===== src/rtl/alu_pkg.sv =====
// alu_pkg: ALU_op codes, MIPS32 opcode/funct/sa constants and the issue_t record.
package alu_pkg;
    localparam int DW = 32;
    localparam int RW = 5;

    localparam logic [3:0] ALU_ADDU = 4'd0;
    localparam logic [3:0] ALU_SUBU = 4'd1;
    localparam logic [3:0] ALU_CLZ  = 4'd2;
    localparam logic [3:0] ALU_CLO  = 4'd3;
    localparam logic [3:0] ALU_AND  = 4'd4;
    localparam logic [3:0] ALU_SLT  = 4'd5;
    localparam logic [3:0] ALU_OR   = 4'd6;
    localparam logic [3:0] ALU_SLTU = 4'd7;
    localparam logic [3:0] ALU_NOR  = 4'd8;
    localparam logic [3:0] ALU_XOR  = 4'd9;
    localparam logic [3:0] ALU_SEB  = 4'd10;
    localparam logic [3:0] ALU_SEH  = 4'd11;
    localparam logic [3:0] ALU_ADD  = 4'd14;
    localparam logic [3:0] ALU_SUB  = 4'd15;

    localparam logic [5:0] OP_SPECIAL  = 6'h00;
    localparam logic [5:0] OP_ADDI     = 6'h08;
    localparam logic [5:0] OP_ADDIU    = 6'h09;
    localparam logic [5:0] OP_SLTI     = 6'h0A;
    localparam logic [5:0] OP_SLTIU    = 6'h0B;
    localparam logic [5:0] OP_ANDI     = 6'h0C;
    localparam logic [5:0] OP_ORI      = 6'h0D;
    localparam logic [5:0] OP_XORI     = 6'h0E;
    localparam logic [5:0] OP_LUI      = 6'h0F;
    localparam logic [5:0] OP_SPECIAL2 = 6'h1C;
    localparam logic [5:0] OP_SPECIAL3 = 6'h1F;

    localparam logic [5:0] F_ADD   = 6'h20;
    localparam logic [5:0] F_ADDU  = 6'h21;
    localparam logic [5:0] F_SUB   = 6'h22;
    localparam logic [5:0] F_SUBU  = 6'h23;
    localparam logic [5:0] F_AND   = 6'h24;
    localparam logic [5:0] F_OR    = 6'h25;
    localparam logic [5:0] F_XOR   = 6'h26;
    localparam logic [5:0] F_NOR   = 6'h27;
    localparam logic [5:0] F_SLT   = 6'h2A;
    localparam logic [5:0] F_SLTU  = 6'h2B;
    localparam logic [5:0] F_CLZ   = 6'h20;
    localparam logic [5:0] F_CLO   = 6'h21;
    localparam logic [5:0] F_BSHFL = 6'h20;
    localparam logic [4:0] SA_SEB  = 5'h10;
    localparam logic [4:0] SA_SEH  = 5'h18;

    typedef struct packed {
        logic [3:0]    alu_op;
        logic [DW-1:0] a;
        logic [DW-1:0] b;
        logic [RW-1:0] dst;
        logic          wen;
        logic          ov_trap;
        logic          illegal;
    } issue_t;
endpackage


===== src/rtl/alu_op_decode.sv =====
// alu_op_decode: combinational MIPS32 -> ALU_op/operand/destination decode.
// ALU_ISSUE_CLZ_EN enables SPECIAL2 CLZ/CLO; otherwise they decode as illegal.
module alu_op_decode
    import alu_pkg::*;
(
    input  logic [DW-1:0] instr,
    input  logic [DW-1:0] rs_data,
    input  logic [DW-1:0] rt_data,
    output issue_t        iss
);
    logic [5:0]    opc, funct;
    logic [4:0]    rs, sa;
    logic [RW-1:0] rt, rd;
    logic [15:0]   imm;

    assign opc   = instr[31:26];
    assign rs    = instr[25:21];
    assign rt    = instr[20:16];
    assign rd    = instr[15:11];
    assign sa    = instr[10:6];
    assign funct = instr[5:0];
    assign imm   = instr[15:0];

    always_comb begin
        iss = '0;
        iss.illegal = 1'b0;
        iss.a = rs_data;
        iss.dst = rt;
        case (opc)
            OP_SPECIAL: begin
                iss.b = rt_data;
                iss.dst = rd;
                case (funct)
                    F_ADD:   iss.alu_op = ALU_ADD;
                    F_ADDU:  iss.alu_op = ALU_ADDU;
                    F_SUB:   iss.alu_op = ALU_SUB;
                    F_SUBU:  iss.alu_op = ALU_SUBU;
                    F_AND:   iss.alu_op = ALU_AND;
                    F_OR:    iss.alu_op = ALU_OR;
                    F_XOR:   iss.alu_op = ALU_XOR;
                    F_NOR:   iss.alu_op = ALU_NOR;
                    F_SLT:   iss.alu_op = ALU_SLT;
                    F_SLTU:  iss.alu_op = ALU_SLTU;
                    default: iss.illegal = 1'b1;
                endcase
            end
            OP_ADDI:  {iss.alu_op, iss.b} = {ALU_ADD,  {{16{imm[15]}}, imm}};
            OP_ADDIU: {iss.alu_op, iss.b} = {ALU_ADDU, {{16{imm[15]}}, imm}};
            OP_SLTI:  {iss.alu_op, iss.b} = {ALU_SLT,  {{16{imm[15]}}, imm}};
            OP_SLTIU: {iss.alu_op, iss.b} = {ALU_SLTU, {{16{imm[15]}}, imm}};
            OP_ANDI:  {iss.alu_op, iss.b} = {ALU_AND,  {16'h0, imm}};
            OP_ORI:   {iss.alu_op, iss.b} = {ALU_OR,   {16'h0, imm}};
            OP_XORI:  {iss.alu_op, iss.b} = {ALU_XOR,  {16'h0, imm}};
            OP_LUI:   {iss.alu_op, iss.a, iss.b} = {ALU_OR, {DW{1'b0}}, {imm, 16'h0}};
`ifdef ALU_ISSUE_CLZ_EN
            OP_SPECIAL2: begin
                iss.dst = rd;
                iss.alu_op = funct == F_CLO ? ALU_CLO : ALU_CLZ;
                iss.illegal = funct != F_CLZ && funct != F_CLO;
            end
`endif
            OP_SPECIAL3: begin
                iss.a = '0;
                iss.b = rt_data;
                iss.dst = rd;
                iss.alu_op = sa == SA_SEH ? ALU_SEH : ALU_SEB;
                // BSHFL encodings carry rs = 0; anything else is not SEB/SEH
                iss.illegal = funct != F_BSHFL || rs != '0 || (sa != SA_SEB && sa != SA_SEH);
            end
            default: iss.illegal = 1'b1;
        endcase
        if (iss.illegal) begin
            iss.alu_op = '0;
            iss.a = '0;
            iss.b = '0;
            iss.dst = '0;
        end
        iss.ov_trap = iss.alu_op == ALU_ADD || iss.alu_op == ALU_SUB;
        iss.wen = !iss.illegal && iss.dst != '0;
    end
endmodule


===== src/rtl/alu_issue_stage.sv =====
// alu_issue_stage: ID->EX issue register with valid/ready handshake and 2-entry skid.
module alu_issue_stage
    import alu_pkg::*;
(
    input  logic          clk,
    input  logic          rst,
    input  logic          in_valid,
    output logic          in_ready,
    input  logic [DW-1:0] instr,
    input  logic [DW-1:0] rs_data,
    input  logic [DW-1:0] rt_data,
    input  logic          flush,
    output logic          out_valid,
    input  logic          out_ready,
    output logic [3:0]    out_alu_op,
    output logic [DW-1:0] out_a,
    output logic [DW-1:0] out_b,
    output logic [RW-1:0] out_dst,
    output logic          out_wen,
    output logic          out_ov_trap,
    output logic          out_illegal
);
    issue_t dec, main_q, main_d, skid_q, skid_d;
    logic   main_valid_q, main_valid_d, skid_valid_q, skid_valid_d, ready_q, ready_d;
    logic   acc, cons;

    alu_op_decode u_dec (.instr(instr), .rs_data(rs_data), .rt_data(rt_data), .iss(dec));

    always_comb begin
        acc = in_valid && ready_q && !flush;
        cons = main_valid_q && out_ready;
        main_d = main_q;
        main_valid_d = main_valid_q;
        skid_d = skid_q;
        skid_valid_d = skid_valid_q;
        if (flush) begin
            main_valid_d = 1'b0;
            skid_valid_d = 1'b0;
        end else if (!main_valid_q || cons) begin
            // skid is older than any new beat; in_ready is low whenever it is full
            main_d = skid_valid_q ? skid_q : acc ? dec : main_q;
            main_valid_d = skid_valid_q || acc;
            skid_valid_d = 1'b0;
        end else if (acc) begin
            skid_d = dec;
            skid_valid_d = 1'b1;
        end
        ready_d = !skid_valid_d;
    end

    always_ff @(posedge clk or posedge rst) begin
        if (rst) begin
            main_q <= '0;
            skid_q <= '0;
            main_valid_q <= 1'b0;
            skid_valid_q <= 1'b0;
            ready_q <= 1'b0;
        end else begin
            main_q <= main_d;
            skid_q <= skid_d;
            main_valid_q <= main_valid_d;
            skid_valid_q <= skid_valid_d;
            ready_q <= ready_d;
        end
    end

    assign in_ready = ready_q;
    assign out_valid = main_valid_q;
    assign out_alu_op = main_q.alu_op;
    assign out_a = main_q.a;
    assign out_b = main_q.b;
    assign out_dst = main_q.dst;
    assign out_wen = main_q.wen;
    assign out_ov_trap = main_q.ov_trap;
    assign out_illegal = main_q.illegal;
endmodule


===== config.mk =====
export PLATFORM = sky130hd
export DESIGN_NAME = alu_issue_stage
export DESIGN_NICKNAME = d
export VERILOG_FILES = /design/src/rtl/alu_pkg.sv /design/src/rtl/alu_op_decode.sv /design/src/rtl/alu_issue_stage.sv
export SDC_FILE = /design/constraint.sdc
export NUM_CORES = 1
export LEC_CHECK = 0
export BUFFER_PORTS_ARGS = -buffer_cell sky130_fd_sc_hd__buf_2
export CORE_AREA = 2 2 136 138
export DETAILED_ROUTE_END_ITERATION = 16
export DIE_AREA = 0 0 138 140
export PLACE_DENSITY = 0.73
export SETUP_SLACK_MARGIN = 0.2
export SYNTH_ARGS = -nofsm -noshare
export SYNTH_HDL_FRONTEND = slang
export SYNTH_HIERARCHICAL = 1
export SYNTH_SLANG_ARGS = --single-unit

===== constraint.sdc =====
create_clock -name clk -period 5.45 [get_ports clk]
set_input_delay 0.8175 -clock clk [delete_from_list [all_inputs] [get_ports clk]]
set_output_delay 0.8175 -clock clk [all_outputs]
set_load 0.02 [all_outputs]

==> flow_summary.ini <==
[outcome]
status = finished clean

[clocking]
insertion_delay_ps = 420
cts_root_buf = clkbuf_16
clk_pin_slew_ps = 60
tritoncts = built
htree_levels = 4
cts_hold_buffers = 0
cts_buffer_depth = 2
cts_setup_buffers = 0
post_cts_resized = 0
cts_made_buffers = 17
clock-sinks = 155

[timing]
max_slew_margin_pct = 24.58
rsz0062_at_grt = false
finalMaxSlewViolations = 0
hold_viol = 0
setup_tns_ps = 0
fin_ws_ps = 2216
hold-worst-slack_ps = 451.6
fmax_mhz = 309.2
setup_viol = 0
worst_pin_slew_ps = 1131
finClkSkew_ps = 13.15
period_needed_ps = 3234
final.period_utilization_pct = 59.34

[power_and_ir_drop]
power_frac_comb_pct = 11.5
p_total_mw = 2.651
p_int_mw = 1.940
swShare_pct = 26.81
irDropWorstVdd_uv = 202.5
p_clk_share_pct = 41.8
pwr-share-seq_pct = 46.7
pwr_density_cell_nw_per_um2 = 279.4
p_leak_nw = 4.903
netSwitchingPower_mw = 0.7108

[worst_setup_path]
crit_path_top_delay_cell = a211o_2
critical_path.max_fanout = 36
cp.arrival_ps = 3530
slowest_delay_ps = 800
cp-start-kind = input pin
crit_buf_inv = 2
crit_cells = 9
path_cells = buf_2 > nor2_2 > buf_4 > nand3b_1 > o2bb2ai_2 > a211o_2 > nor2_1 > mux2_2 > mux2_2
cpMostUsedCell = mux2_2
path_class = in -> reg
reg2reg_depth = 4
worstPathRequired_ps = 5740
critPathTopFamily = compound AO/OA/AOI/OAI gates
end_kind = flip-flop

[placed_design]
port_buffers = 178
place_inst = 983
place_hpwl_um = 12530
gp_congestion = 0.8217
place_area_um2 = 8931
preCtsSetupSlack_ps = 1816

[layout]
area_growth_pct = 19.42
layout-drive-gt1-share_pct = 56.49
fin_util_pct = 53.36
finalNonFillerCells = 1016
stdcell_area_um2 = 9487
nets = 874
fill_cells = 1526

[die]
rows = 49
die_w_um = 138
die-area_um2 = 19320
core_um2 = 17780
die_h_um = 140
initial_core_util_pct = 44.68
io_pins = 179

[routing]
firstDrtPassIters = 5
ant_nets = 0
drt-initial-drc-count = 376
routed_wl_um = 18860
drc_errors = 0
vias_per_cell = 5.486
wl_per_cell_um = 18.57
vias = 5574

[global_routing]
grt_overflow_total = 0
antenna_found_initial = 0
track_usage_pct = 19.70
first_global_vias = 5688
grt_max_degree = 78
grt_pass1_wl_um = 30580

[logic_synthesis]
yosys_warnings = 6
synthCells = 617
ys_ff_latch = 155
syn_area_per_cell_um2 = 12.87
yosysSeqAreaShare_pct = 48.83
synthesis.nets = 718
syn_area_um2 = 7944
yosys.cell_types.count = 45

[flow_run]
cap_viol_max_count = 0

[worst_hold_path]
hold_class = in -> async
-- cell type report --
| cell class | instances | area [um2] | area share (%) |
|---|---|---|---|
| diodes | 1 | 2.502 | 0.02638 |
| repair buffers | 187 | 970.9 | 10.23 |
| well taps | 229 | 286.5 | 3.020 |
| multi-input cells | 407 | 3767 | 39.71 |
| clock buffers | 18 | 439.2 | 4.629 |
| flip-flops and latches | 155 | 3882 | 40.93 |
| clock inverters | 14 | 113.9 | 1.200 |
| inverters | 5 | 23.77 | 0.2506 |
-- cells by family after synthesis --
family	synth area share (%)
AOI/OAI and AO/OA	5.686
muxes	32.45
xor gates and xnor gates	0.1103
adders and majority gates	0.1260
buffers and inverters	4.016
DFF	48.83
and+or+nand+nor	8.789
-- power by group through the flow --
stage	combinational (mW)	clock (mW)	sequential (mW)
after detailed placement	0.307	0	1.26
after CTS	0.309	1.14	1.24
after floorplan	0.169	0	1.28
after global placement	0.304	0	1.26
final	0.304	1.11	1.24
after global routing	0.331	1.18	1.25
-- final timing paths --
kind	startpoint	endpoint	slack, ps
setup / recovery	instr[30]	out_b[16]	2220
hold / removal	rst	out_a[2]	450
setup reg to reg	skid_valid_q	out_b[1]	2760
hold reg to reg	skid_q[39]	skid_q[39]	480
max in group asynchronous	rst	skid_valid_q	3890
min in group clk	skid_q[39]	skid_q[39]	480
-- synthesized netlist by cell type, drive strengths merged --
cell | instances | share of area (%)
mux2i | 1 | 0.13
and3 | 32 | 2.5
nor4b | 2 | 0.38
or4 | 2 | 0.19
or2 | 2 | 0.16
inv | 5 | 0.24
a211o | 1 | 0.11
xnor2 | 1 | 0.11
nor3b | 2 | 0.25
dfrtp | 155 | 49
a21oi | 10 | 0.63
o22a | 2 | 0.22
nor4 | 2 | 0.24
a22oi | 22 | 2.1
or3b | 1 | 0.11
o2bb2ai | 1 | 0.19
nand4 | 2 | 0.16
o32ai | 1 | 0.11
o22ai | 2 | 0.16
nor3 | 6 | 0.50
a31oi | 2 | 0.16
maj3 | 1 | 0.13
nand2b | 5 | 0.39
nand3 | 2 | 0.13
o21ai | 6 | 0.38
mux2 | 228 | 32
or3 | 1 | 0.079
and2 | 2 | 0.16
nor2b | 2 | 0.16
nor2 | 41 | 2.8
nand2 | 8 | 0.38
buf | 31 | 2.9
and3b | 1 | 0.11
a221oi | 15 | 1.7
clkbuf | 19 | 0.90
nand3b | 1 | 0.095
-- cells in the final DEF, fill, tap and decap left out, types with 2 or more instances in the layout --
cell type   instances
a21oi_1            10
a221oi_1           15
a22oi_1            22
a31oi_1             2
and2_1              2
and3_1             32
buf_2             178
buf_4               8
clkbuf_16          17
clkinv_2            2
clkinv_4            5
clkinvlp_4          3
dfrtp_1           154
inv_1               4
inv_6               4
mux2_1             40
mux2_2            188
nand2_1             8
nand2b_1            5
nand3_1             2
nand4_1             2
nor2_1             18
nor2_2             20
nor2_4              3
nor2b_1             2
nor3_1              3
nor3_2              2
nor4b_2             2
o21ai_0             5
o22a_1              2
o22ai_1             2
or2_2               2
or4_1               2
-- registers in the layout, summed over array words and instances, names as in the netlist, 4 cells and up --
signal and cells:
out_a 32, out_alu_op 4, out_b 32, out_dst 5
skid_q 76
-- worst register-to-register path, delay by kind of cell (launching register included) --
kind,cells,cell delay (ps)
AOI/OAI and AO/OA,1,240
buffers and inverters,1,500
DFF,1,1170
muxes,1,460
and+or+nand+nor,1,200
-- metal layers --
layer  track usage (%)  vias to the layer above  routed length [um]
met5                 0                        -                   0
met2             30.48                      203                8563
met3             6.051                       13                1472
met4             5.424                        0                 204
li1                  -                     2568                   -
met1             27.01                     2790                8623
Note: power is estimated with default switching activity, not from simulation.
